[config.mk]
export PLATFORM = sky130hd
export DESIGN_NAME = fir_sample_tx
export DESIGN_NICKNAME = d
export VERILOG_FILES = /design/src/rtl/fir_sample_tx.sv
export SDC_FILE = /design/constraint.sdc
export NUM_CORES = 1
export LEC_CHECK = 0
export CORE_UTILIZATION = 40
export DETAILED_ROUTE_END_ITERATION = 10
export HOLD_SLACK_MARGIN = 0.1
export PLACE_DENSITY = 0.66
export SLEW_MARGIN = 15
export SYNTH_ARGS = -nofsm -noshare
export SYNTH_HDL_FRONTEND = slang
export SYNTH_SLANG_ARGS = --single-unit
[constraint.sdc]
create_clock -name clk -period 2.15 [get_ports clk]
set_input_delay 0.215 -clock clk [delete_from_list [all_inputs] [get_ports clk]]
set_output_delay 0.215 -clock clk [all_outputs]
set_load 0.005 [all_outputs]
[src/rtl/fir_sample_tx.sv]
// Serial transmitter for filtered samples: requantizes each sample (round-half-up,
// saturate) and shifts it out MSB first with a frame marker on the first bit.
module fir_sample_tx #(
   parameter int IN_W    = 18,
   parameter int OUT_W   = 12,
   parameter int SHIFT   = 6,
   parameter int CLK_DIV = 4
) (
   input  logic            clk,
   input  logic            rst,
   input  logic [IN_W-1:0] sample_in,
   input  logic            sample_valid,
   output logic            sample_ready,
   output logic            ser_data,
   output logic            ser_frame,
   output logic            busy,
   output logic            sat,
   output logic            overflow,
   input  logic            ovf_clr
);

   localparam int BIT_W = (OUT_W > 1) ? $clog2(OUT_W) : 1;
   localparam int DIV_W = (CLK_DIV > 1) ? $clog2(CLK_DIV) : 1;
   localparam logic [BIT_W-1:0] LAST_BIT = BIT_W'(OUT_W - 1);
   localparam logic [DIV_W-1:0] LAST_DIV = DIV_W'(CLK_DIV - 1);
   localparam logic signed [IN_W:0] HALF  = (IN_W+1)'(1) << (SHIFT - 1);
   localparam logic signed [IN_W:0] MAX_Q = (IN_W+1)'((2 ** (OUT_W - 1)) - 1);
   localparam logic signed [IN_W:0] MIN_Q = ~MAX_Q;

   typedef enum logic [0:0] {
      ST_IDLE  = 1'b0,
      ST_SHIFT = 1'b1
   } state_t;

   state_t state_r;
   state_t state_nxt_s;

   logic [OUT_W-1:0] shreg_r;
   logic [BIT_W-1:0] bit_cnt_r;
   logic [DIV_W-1:0] div_cnt_r;
   logic             frame_r;
   logic             busy_r;
   logic             sat_r;
   logic             ovf_r;

   logic             accept_s;
   logic             drop_s;
   logic             bit_end_s;
   logic             frame_end_s;
   logic             ready_s;
   logic [OUT_W:0]   quant_s;

   // Returns {sat, word}; one guard bit keeps the rounding add from wrapping.
   function automatic logic [OUT_W:0] requant(input logic [IN_W-1:0] x);
      logic signed [IN_W:0] sum;
      logic signed [IN_W:0] q;
      logic [OUT_W:0]       res;
      sum = $signed({x[IN_W-1], x}) + HALF;
      q   = sum >>> SHIFT;
      if (q > MAX_Q) begin
         res = {1'b1, 1'b0, {(OUT_W-1){1'b1}}};
      end else if (q < MIN_Q) begin
         res = {1'b1, 1'b1, {(OUT_W-1){1'b0}}};
      end else begin
         res = {1'b0, q[OUT_W-1:0]};
      end
      return res;
   endfunction

   // State register.
   always_ff @(posedge clk) begin
      if (!rst) begin
         state_r <= ST_IDLE;
      end else begin
         state_r <= state_nxt_s;
      end
   end

   // Next-state logic.
   always_comb begin
      state_nxt_s = state_r;
      case (state_r)
         ST_IDLE: begin
            if (accept_s) begin
               state_nxt_s = ST_SHIFT;
            end else begin
               state_nxt_s = ST_IDLE;
            end
         end
         ST_SHIFT: begin
            if (frame_end_s && !accept_s) begin
               state_nxt_s = ST_IDLE;
            end else begin
               state_nxt_s = ST_SHIFT;
            end
         end
         default: state_nxt_s = ST_IDLE;
      endcase
   end

   // Handshake and bit-timing decode.
   always_comb begin
      bit_end_s   = 1'b0;
      frame_end_s = 1'b0;
      ready_s     = 1'b0;
      case (state_r)
         ST_IDLE: begin
            ready_s = 1'b1;
         end
         ST_SHIFT: begin
            bit_end_s   = (div_cnt_r == LAST_DIV);
            frame_end_s = bit_end_s && (bit_cnt_r == LAST_BIT);
            ready_s     = frame_end_s;
         end
         default: begin
            ready_s = 1'b0;
         end
      endcase
      accept_s = sample_valid && ready_s;
      drop_s   = sample_valid && !ready_s;
      quant_s  = requant(sample_in);
   end

   assign sample_ready = ready_s;

   // Shift datapath, framing flags and sticky overflow.
   always_ff @(posedge clk) begin
      if (!rst) begin
         shreg_r   <= {OUT_W{1'b0}};
         bit_cnt_r <= {BIT_W{1'b0}};
         div_cnt_r <= {DIV_W{1'b0}};
         frame_r   <= 1'b0;
         busy_r    <= 1'b0;
         sat_r     <= 1'b0;
         ovf_r     <= 1'b0;
      end else begin
         if (accept_s) begin
            shreg_r   <= quant_s[OUT_W-1:0];
            sat_r     <= quant_s[OUT_W];
            bit_cnt_r <= {BIT_W{1'b0}};
            div_cnt_r <= {DIV_W{1'b0}};
            frame_r   <= 1'b1;
            busy_r    <= 1'b1;
         end else if (frame_end_s) begin
            // Clearing the shifter makes ser_data idle low.
            shreg_r   <= {OUT_W{1'b0}};
            sat_r     <= 1'b0;
            bit_cnt_r <= {BIT_W{1'b0}};
            div_cnt_r <= {DIV_W{1'b0}};
            frame_r   <= 1'b0;
            busy_r    <= 1'b0;
         end else if (bit_end_s) begin
            shreg_r   <= {shreg_r[OUT_W-2:0], 1'b0};
            bit_cnt_r <= bit_cnt_r + BIT_W'(1);
            div_cnt_r <= {DIV_W{1'b0}};
            frame_r   <= 1'b0;
         end else if (state_r == ST_SHIFT) begin
            div_cnt_r <= div_cnt_r + DIV_W'(1);
         end else begin
            div_cnt_r <= {DIV_W{1'b0}};
         end

         if (drop_s) begin
            ovf_r <= 1'b1;
         end else if (ovf_clr) begin
            ovf_r <= 1'b0;
         end else begin
            ovf_r <= ovf_r;
         end
      end
   end

   assign ser_data  = shreg_r[OUT_W-1];
   assign ser_frame = frame_r;
   assign busy      = busy_r;
   assign sat       = sat_r;
   assign overflow  = ovf_r;

endmodule

==> results.tsv, run 1 <==
stage	metric	value	unit
synthesis	asr flop ratio synth	0	%
place	Port Buffers	22	
floorplan	core area	3150	um^2
pwr	Pleak	0.626	nW
synthesis	synthesized area	1380	um^2
critical_path	slowest CP cell	clkdlybuf4s50_1	
drt	drt first pass iters	4	
synthesis	dominant synthesized flop cell	dfxtp_1	
critical_path	Critical Path RT	1.93	ns
global_routing	vias in the first global route	1295	
timing	Setup-failing EPs final	0	
clocking	Num Clock Sinks	23	
synthesis	Distinct cells, synth	42	
synthesis	Synthesized Nets	202	
floorplan	DIE AREA	3680	um^2
critical_path	Worst path max stage delay	0.51	ns
layout	Final Cell Area	1710	um^2
timing	relative slew slack	65.3	%
pwr	Power Dens Cells	502	nW/um^2
drt	Vias per Instance	5.74	
global_routing	first-pass GRT wire length	5680	um
place	post-placement cell count	243	
timing	minimum clock period	2.01	ns
synthesis	synthesis-stage register bit count	23	
synthesis	Seq/Total Area, Yosys	33.4	%
place	dpl cell area	1680	um^2
min_path	Hold Path Class	register to register	
critical_path	CP delay by family, top	buffers and inverters	
layout	fin cells	247	
critical_path	Worst setup endpoint	sample_ready	
floorplan	Die Wd	60.7	um
pwr	overall power	857	uW
critical_path	kind of critical path	register to primary output	
critical_path	r2r endpoint	sat$_SDFFE_PN0P_	
drt	Vias	1418	
critical_path	r2r worst-path depth	5	
clocking	CTS H-tree lvls	1	
synthesis	Yosys Warn Count	0	
timing	Slew @ Worst Pin	0.520	ns
clocking	post-CTS resize count	0	
clocking	Clock Tree Buf Depth	2	
clocking	Hold-fix buffers, CTS	0	
global_routing	Tot GR Track Use	20.8	%
floorplan	die height	60.7	um
critical_path	Data arrival, critical path	1.79	ns
clocking	Reg clk slew, reported paths	0.13	ns
synthesis	Post-synth EDFFs	0	
place	dpl ws	-0.000323	ns
drt	DR WL/cell	14.6	um
layout	share of cells above drive strength 1	9.36	%
run_status	run status	complete, no violations	
timing	RSZ-0062 raised after global routing	no	
critical_path	crit path capture type	primary output	
timing	max frequency	498	MHz
layout	Area growth, synth to finish	24.1	%
global_routing	total gr overflow	0	
critical_path	crit-path cells	ha_1 -> nand4b_1 -> nand2_1 -> clkdlybuf4s50_1	
synthesis	Synth Instances	177	
place	DP HPWL	2790	um
floorplan	I/O Pins	28	
min_path	Hold Path Cell Cnt	1	
drt	Detailed Route WL	3600	um
clocking	Setup Buffers After CTS	0	
critical_path	Reg-to-Reg Start	div_cnt_r[0]$_SDFF_PP0_	
timing	Slew Viols, Final	0	
floorplan	num rows	20	
clocking	CTS buffer count	3	
critical_path	worst reg2reg setup slack	0.30	ns
critical_path	Critical Path Start	bit_cnt_r[0]$_SDFFE_PP0P_	
drt	DRT iter0 DRCs	60	
timing	final worst setup slack	0.141	ns
pwr	Max VDD drop	0.000199	V
global_routing	antenna violations before repair	0	
layout	antenna cells	0	
critical_path	Crit path buffers/inverters	1	
critical_path	Worst path depth	4	
timing	clock skew	0.00200	ns
clocking	clk_lat worst skew	0.30	ns
global_routing	largest net degree at the start of global routing	15	
timing	post-route setup TNS	0	ns
drt	Post-DRT Antenna Nets	0	
synthesis	Synth Area per Inst	7.78	um^2
timing	Hold Slack	0.451	ns
clocking	CTS tree	done	
layout	Net count, final	229	
timing	Hold Fails Final Rpt	0	
place	GP Congestion	0.865	
critical_path	crit-path max FO	4	
critical_path	Worst setup SP type	register	
run	max_cap viols	0	
timing	period utilization	93.4	%
drt	drc violations	0	
floorplan	Initial Util	43.7	%
layout	fin util	54.2	%
clocking	CTS root buffer	clkbuf_4	
worst reg2reg max path: stages (launching register included):
cell and delay [ns]:
dfxtp_1 0.34, ha_1 0.24, and2_1 0.26, nor2_2 0.46
o21ai_1 0.27, o22ai_1 0.22
cells by family after synthesis:
kind of cell | share of synthesized area (%)
buf+inv | 5.09
fa+ha+maj | 2.73
compound gates | 21.9
flops | 33.4
simple gates | 31.2
xor+xnor | 5.72
routing by layer:
metal  part of all wire, %  global-route usage (%)
met1                    44                    25.7
met2                    49                    37.4
met3                   5.0                    2.56
met5                     0                       0
met4                   1.6                    6.82
registers in the layout, indices dropped and copies added (netlist names):
signal,flops
overflow,1
div_cnt_r,2
busy,1
ser_frame,1
bit_cnt_r,4
state_r,1
sat,1
shreg_r,12
cell type report:
class | count | area, um^2
clock buffer | 4 | 26.3
fill | 316 | 1440
inverter | 6 | 22.5
multi-input combinational | 138 | 850
sequential | 23 | 460
tap | 44 | 55.1
timing repair buffer | 32 | 295
cells in the mapped netlist (all sizes together), types with 2 or more instances:
library cell  count  share of area (%)
xor2              5                3.2
nor2             18                4.9
buf               6                2.4
clkbuf            4                1.1
o21ai            10                3.6
nand2b            5                2.3
a221oi            4                2.5
ha                3                2.7
o31ai             2                1.1
a32oi             2                1.3
dfxtp            23                 33
nand2            21                5.7
nor3              3                1.5
nand4             4                2.9
and3              4                1.8
o211ai            4                2.2
a21oi            14                5.1
a31oi             4                1.8
inv               6                1.6
or3               2               0.91
nor4b             2                2.4
nand3            13                4.7
xnor2             4                2.5
how the worst min path moves through the flow:
stage / to / slack, ns / startpoint
4_1_cts: div_cnt_r[0]$_SDFF_PP0_ / 0.45 / div_cnt_r[0]$_SDFF_PP0_
5_1_grt: div_cnt_r[0]$_SDFF_PP0_ / 0.48 / div_cnt_r[0]$_SDFF_PP0_
3_3_place_gp: div_cnt_r[0]$_SDFF_PP0_ / 0.41 / div_cnt_r[0]$_SDFF_PP0_
2_1_floorplan: overflow$_SDFFE_PN0P_ / 0.38 / sample_valid
6_report: div_cnt_r[0]$_SDFF_PP0_ / 0.45 / div_cnt_r[0]$_SDFF_PP0_
3_5_place_dp: div_cnt_r[0]$_SDFF_PP0_ / 0.43 / div_cnt_r[0]$_SDFF_PP0_
power by group:
| part | switching [mW] | internal, mW | leakage, nW |
|---|---|---|---|
| registers | 0.0157 | 0.451 | 0.189 |
| clock network | 0.129 | 0.0722 | 0.0150 |
| logic | 0.0990 | 0.0907 | 0.422 |
| total | 0.244 | 0.614 | 0.626 |
layout by cell type, fill, tap and decap left out, types with 2 or more instances in the layout:
cell / n
o211ai_1: 4
a21oi_1: 14
or3_1: 2
ha_1: 3
xnor2_1: 4
inv_1: 6
dfxtp_1: 23
o21ai_0: 9
a32oi_1: 2
nand2b_1: 5
nand4_1: 3
nor3_1: 2
clkbuf_4: 3
clkdlybuf4s50_1: 22
nand2_1: 21
a31oi_1: 4
and3_1: 4
nand3_1: 13
nor2_1: 17
a221oi_1: 4
xor2_1: 5
o31ai_1: 2
buf_4: 10
No activity file was read; power rests on OpenSTA's default activity.
==> run 2, diff against run 1 <==
--- a/config.mk
+++ b/config.mk
@@ -5,10 +5,11 @@
 export SDC_FILE = /design/constraint.sdc
 export NUM_CORES = 1
 export LEC_CHECK = 0
-export CORE_UTILIZATION = 40
+export CORE_UTILIZATION = 50
+export CTS_CLUSTER_SIZE = 24
 export DETAILED_ROUTE_END_ITERATION = 10
 export HOLD_SLACK_MARGIN = 0.1
-export PLACE_DENSITY = 0.66
+export PLACE_DENSITY = 0.79
 export SLEW_MARGIN = 15
 export SYNTH_ARGS = -nofsm -noshare
 export SYNTH_HDL_FRONTEND = slang
==> run 2 against run 1 <==
Compared with the run above:
- global-route usage up 5.5 points
- fmax is 0.43% lower
- routed wire length fell by 3.1%
- clock skew up 0.0011 ns
- sequential power hardly changed
- utilization grew 13 points
- cell area fell by 0.66%
- clock power hardly changed
- power is 0.19% lower
- combinational power hardly changed
- sequential cell count is the same
- via count rose by 0.35%
- largest cell class unchanged
- largest power group unchanged
- highest routed layer unchanged
==> results.tsv, run 2 (synthesis gave the netlist of run 1 again) <==
stage	metric	value	unit
place	DP HPWL	2690	um
timing	final worst setup slack	0.132	ns
critical_path	crit path capture type	primary output	
floorplan	I/O Pins	28	
floorplan	num rows	18	
run	max_cap viols	0	
timing	Slew Viols, Final	0	
layout	Regs by FF count	shreg_r x12, bit_cnt_r x4, div_cnt_r x2	
drt	Detailed Route WL	3490	um
timing	period utilization	93.8	%
layout	most frequent cells in the layout	23 x dfxtp_1, 22 x clkdlybuf4s50_1, 21 x nand2_1, 18 x nor2_1, 14 x a21oi_1	
critical_path	r2r endpoint	shreg_r[10]$_SDFFE_PN0P_	
critical_path	crit-path max FO	4	
place	GP Congestion	0.917	
timing	post-route setup TNS	0	ns
layout	antenna cells	0	
pwr	Power Dens Cells	504	nW/um^2
critical_path	Critical Path Start	bit_cnt_r[0]$_SDFFE_PP0P_	
clocking	CTS buffer count	3	
global_routing	largest net degree at the start of global routing	15	
floorplan	Die Wd	54.5	um
drt	drc violations	0	
timing	Hold Fails Final Rpt	0	
global_routing	Tot GR Track Use	26.3	%
global_routing	vias in the first global route	1253	
critical_path	Critical Path RT	1.93	ns
global_routing	antenna violations before repair	0	
critical_path	crit-path cells	ha_1 -> nand4b_1 -> nand2_1 -> clkdlybuf4s50_1	
timing	max frequency	496	MHz
layout	Reg with most FFs	shreg_r	
clocking	CTS root buffer	clkbuf_4	
clocking	clk_lat worst skew	0.31	ns
clocking	Num Clock Sinks	23	
layout	Net count, final	230	
timing	clock skew	0.00313	ns
drt	Post-DRT Antenna Nets	0	
drt	DRT iter0 DRCs	62	
pwr	Pleak	0.633	nW
clocking	post-CTS resize count	0	
critical_path	Data arrival, critical path	1.80	ns
critical_path	slowest CP cell	clkdlybuf4s50_1	
global_routing	total gr overflow	0	
critical_path	r2r worst-path depth	7	
floorplan	core area	2540	um^2
layout	fin cells	234	
layout	max FFs per register	12	
critical_path	Worst setup SP type	register	
place	post-placement cell count	230	
place	Port Buffers	22	
critical_path	CP delay by family, top	buffers and inverters	
timing	RSZ-0062 raised after global routing	no	
global_routing	first-pass GRT wire length	5600	um
layout	Area growth, synth to finish	23.3	%
place	dpl cell area	1670	um^2
clocking	Clock Tree Buf Depth	2	
floorplan	DIE AREA	2970	um^2
clocking	Reg clk slew, reported paths	0.13	ns
critical_path	Reg-to-Reg Start	div_cnt_r[0]$_SDFF_PP0_	
drt	Vias per Instance	6.08	
timing	Slew @ Worst Pin	0.477	ns
critical_path	Worst setup endpoint	sample_ready	
drt	Vias	1423	
pwr	Max VDD drop	0.000369	V
min_path	Hold Path Class	register to register	
critical_path	kind of critical path	register to primary output	
critical_path	Worst path max stage delay	0.51	ns
timing	relative slew slack	68.1	%
run_status	run status	complete, no violations	
place	dpl ws	0.113	ns
floorplan	die height	54.5	um
floorplan	Initial Util	54.1	%
layout	commonest non-fill, non-tap cell in the layout	dfxtp_1	
timing	minimum clock period	2.02	ns
layout	share of cells above drive strength 1	9.80	%
drt	drt first pass iters	5	
layout	Final Cell Area	1700	um^2
clocking	CTS tree	done	
critical_path	worst reg2reg setup slack	0.26	ns
critical_path	Crit path buffers/inverters	1	
critical_path	Worst path depth	4	
clocking	CTS H-tree lvls	1	
clocking	Setup Buffers After CTS	0	
pwr	overall power	856	uW
clocking	Hold-fix buffers, CTS	0	
drt	DR WL/cell	14.9	um
timing	Setup-failing EPs final	0	
layout	fillers	226	
-- run 2: worst min-delay path by stage --
stage	startpoint	end	slack [ns]	cells past startpoint
after detailed placement	div_cnt_r[0]$_SDFF_PP0_	div_cnt_r[0]$_SDFF_PP0_	0.44	1
after CTS	div_cnt_r[0]$_SDFF_PP0_	div_cnt_r[0]$_SDFF_PP0_	0.46	1
final	div_cnt_r[0]$_SDFF_PP0_	div_cnt_r[0]$_SDFF_PP0_	0.45	1
after global placement	div_cnt_r[0]$_SDFF_PP0_	div_cnt_r[0]$_SDFF_PP0_	0.42	1
after global routing	div_cnt_r[0]$_SDFF_PP0_	div_cnt_r[0]$_SDFF_PP0_	0.48	1
after floorplan	sample_valid	overflow$_SDFFE_PN0P_	0.38	2
-- run 2: power by group --
part	switching [mW]	leakage (nW)	internal (mW)	total [mW]
Clock	0.129	0.0177	0.0695	0.199
Sequential	0.0153	0.189	0.451	0.466
Combinational	0.0993	0.426	0.0914	0.191
Total	0.244	0.633	0.612	0.856
-- run 2: through the flow --
stage               utilization (%)  hold WS (ns)
floorplan                         -         0.377
global placement               65.6         0.416
detailed placement             65.6         0.442
CTS                            66.7         0.460
global route                   66.7         0.477
finish                         66.7         0.449
-- run 2: area by class of cell --
class / instances / area (um^2) / area share (%)
clock inverter: 1 / 5.00 / 0.295
tap: 30 / 37.5 / 2.21
timing repair buffer: 33 / 303 / 17.8
multi-input combinational: 138 / 847 / 49.9
sequential: 23 / 460 / 27.1
inverter: 6 / 22.5 / 1.33
clock buffer: 3 / 22.5 / 1.33
-- run 2: layer usage --
| metal | GRT usage, % | wire length [um] |
|---|---|---|
| met1 | 32.7 | 1570 |
| met2 | 44.9 | 1680 |
| met3 | 3.06 | 160 |
| met4 | 11.5 | 73 |
| met5 | 0 | 0 |
==> run 3, diff against run 2 <==
--- a/config.mk
+++ b/config.mk
@@ -5,6 +5,7 @@
 export SDC_FILE = /design/constraint.sdc
 export NUM_CORES = 1
 export LEC_CHECK = 0
+export CORE_MARGIN = 4
 export CORE_UTILIZATION = 50
 export CTS_CLUSTER_SIZE = 24
 export DETAILED_ROUTE_END_ITERATION = 10
==> run 3 against run 2 <==
Compared with the run above:
- routed wire length shrank 0.34%
- sequential power is essentially flat
- first-iteration DRC count grew 110%
==> results.tsv, run 3 (synthesis gave the netlist of run 1 again) <==
stage	metric	value	unit
layout	share of cells above drive strength 1	9.36	%
layout	fin cells	233	
timing	clock skew	0.00981	ns
timing	post-route setup TNS	0	ns
drt	Post-DRT Antenna Nets	0	
timing	Setup-failing EPs final	0	
clocking	post-CTS resize count	0	
global_routing	Tot GR Track Use	20.7	%
critical_path	Data arrival, critical path	1.77	ns
critical_path	crit-path max FO	5	
critical_path	Crit path buffers/inverters	1	
floorplan	I/O Pins	28	
clocking	Hold-fix buffers, CTS	0	
critical_path	slowest CP cell	clkdlybuf4s50_1	
critical_path	kind of critical path	register to primary output	
layout	fin util	66.4	%
layout	commonest non-fill, non-tap cell in the layout	dfxtp_1	
pwr	Max VDD drop	0.000377	V
layout	Net count, final	229	
critical_path	r2r worst-path depth	6	
critical_path	worst reg2reg setup slack	0.35	ns
timing	Hold Fails Final Rpt	0	
clocking	Clock Tree Buf Depth	2	
critical_path	Worst setup SP type	register	
layout	Area growth, synth to finish	22.7	%
global_routing	total gr overflow	0	
timing	relative slew slack	67.5	%
layout	antenna cells	0	
critical_path	Critical Path RT	1.93	ns
global_routing	largest net degree at the start of global routing	15	
clocking	CTS H-tree lvls	1	
place	dpl ws	0.0539	ns
place	GP Congestion	0.933	
floorplan	DIE AREA	3660	um^2
clocking	CTS root buffer	clkbuf_4	
timing	Slew Viols, Final	0	
timing	final worst setup slack	0.163	ns
place	post-placement cell count	229	
run_status	run status	complete, no violations	
global_routing	antenna violations before repair	0	
clocking	clk_lat worst skew	0.31	ns
timing	minimum clock period	1.99	ns
clocking	CTS buffer count	3	
drt	Vias	1394	
clocking	CTS tree	done	
critical_path	crit path capture type	primary output	
drt	Detailed Route WL	3480	um
run	max_cap viols	0	
place	Port Buffers	22	
place	DP HPWL	2720	um
drt	drc violations	0	
floorplan	Die Wd	60.5	um
clocking	Reg clk slew, reported paths	0.13	ns
drt	DRT iter0 DRCs	130	
layout	Reg with most FFs	shreg_r	
layout	Regs by FF count	shreg_r x12, bit_cnt_r x4, div_cnt_r x2	
critical_path	CP delay by family, top	buffers and inverters	
layout	most frequent cells in the layout	23 x dfxtp_1, 22 x clkdlybuf4s50_1, 21 x nand2_1, 18 x nor2_1, 14 x a21oi_1	
clocking	Setup Buffers After CTS	0	
drt	Vias per Instance	5.98	
floorplan	Initial Util	54.1	%
min_path	Hold Path Cell Cnt	2	
timing	max frequency	503	MHz
timing	RSZ-0062 raised after global routing	no	
pwr	Power Dens Cells	503	nW/um^2
timing	period utilization	92.4	%
drt	DR WL/cell	14.9	um
layout	max FFs per register	12	
clocking	Num Clock Sinks	23	
floorplan	core area	2540	um^2
floorplan	die height	60.5	um
floorplan	num rows	18	
critical_path	Worst path max stage delay	0.51	ns
global_routing	vias in the first global route	1342	
global_routing	first-pass GRT wire length	5860	um
min_path	HP Start	busy$_SDFFE_PN0P_	
pwr	Pleak	0.627	nW
critical_path	r2r endpoint	sat$_SDFFE_PN0P_	
critical_path	Reg-to-Reg Start	div_cnt_r[0]$_SDFF_PP0_	
min_path	Hold Path Sink	busy$_SDFFE_PN0P_	
timing	Slew @ Worst Pin	0.486	ns
min_path	Hold Path Class	register to register	
critical_path	crit-path cells	ha_1 -> nand4b_1 -> nand2_1 -> clkdlybuf4s50_1	
drt	drt first pass iters	8	
[run 3: changes by cell type in the layout (fill, tap and decap cells not counted), sizes merged]
cell / previous run / this run
buf: 11 / 10
[run 3: worst max path at each step]
| stage | from | to | slack, ns | depth (start not counted) |
|---|---|---|---|---|
| floorplan | div_cnt_r[0]$_SDFF_PP0_ | shreg_r[6]$_SDFFE_PN0P_ | 0.54 | 7 |
| global placement | sample_in[5] | shreg_r[6]$_SDFFE_PN0P_ | 0.09 | 6 |
| detailed placement | sample_in[6] | shreg_r[6]$_SDFFE_PN0P_ | 0.05 | 6 |
| CTS | div_cnt_r[0]$_SDFF_PP0_ | sample_ready | 0.16 | 4 |
| global route | bit_cnt_r[0]$_SDFFE_PP0P_ | sample_ready | 0.05 | 4 |
| finish | div_cnt_r[0]$_SDFF_PP0_ | sample_ready | 0.16 | 4 |
[run 3: worst min-delay path, cell delays in order, from the launching register on]
cell and delay (ns):
dfxtp_1 0.33, inv_1 0.04, o21ai_0 0.07
[run 3: stage by stage]
stage	area, um^2	total power, mW	hold WS [ns]
floorplan	1380	0.571	0.377
global placement	1660	0.658	0.417
detailed placement	1660	0.662	0.461
CTS	1690	0.853	0.480
global route	1690	0.891	0.492
finish	1690	0.850	0.476
[run 3: power by group]
| group | internal (mW) | leakage, nW | switching (mW) |
|---|---|---|---|
| logic | 0.0925 | 0.420 | 0.0969 |
| registers | 0.451 | 0.189 | 0.0153 |
| clock network | 0.0694 | 0.0177 | 0.125 |
| total | 0.612 | 0.627 | 0.237 |
[run 3: area by class of cell]
type | count | area, um^2
multi-input combinational | 138 | 847
inverter | 6 | 22.5
tap | 30 | 37.5
fill | 234 | 855
clock buffer | 3 | 22.5
timing repair buffer | 32 | 295
sequential | 23 | 460
clock inverter | 1 | 5.00
[run 3: metal layers]
metal / share of wire [%] / wire length, um / global-route usage, % / vias up
li1: - / - / - / 695
met1: 43 / 1480 / 25.7 / 626
met2: 49 / 1710 / 36.0 / 65
met3: 6.0 / 207 / 2.34 / 8
met4: 2.2 / 75 / 9.29 / 0
met5: 0 / 0 / 0 / -
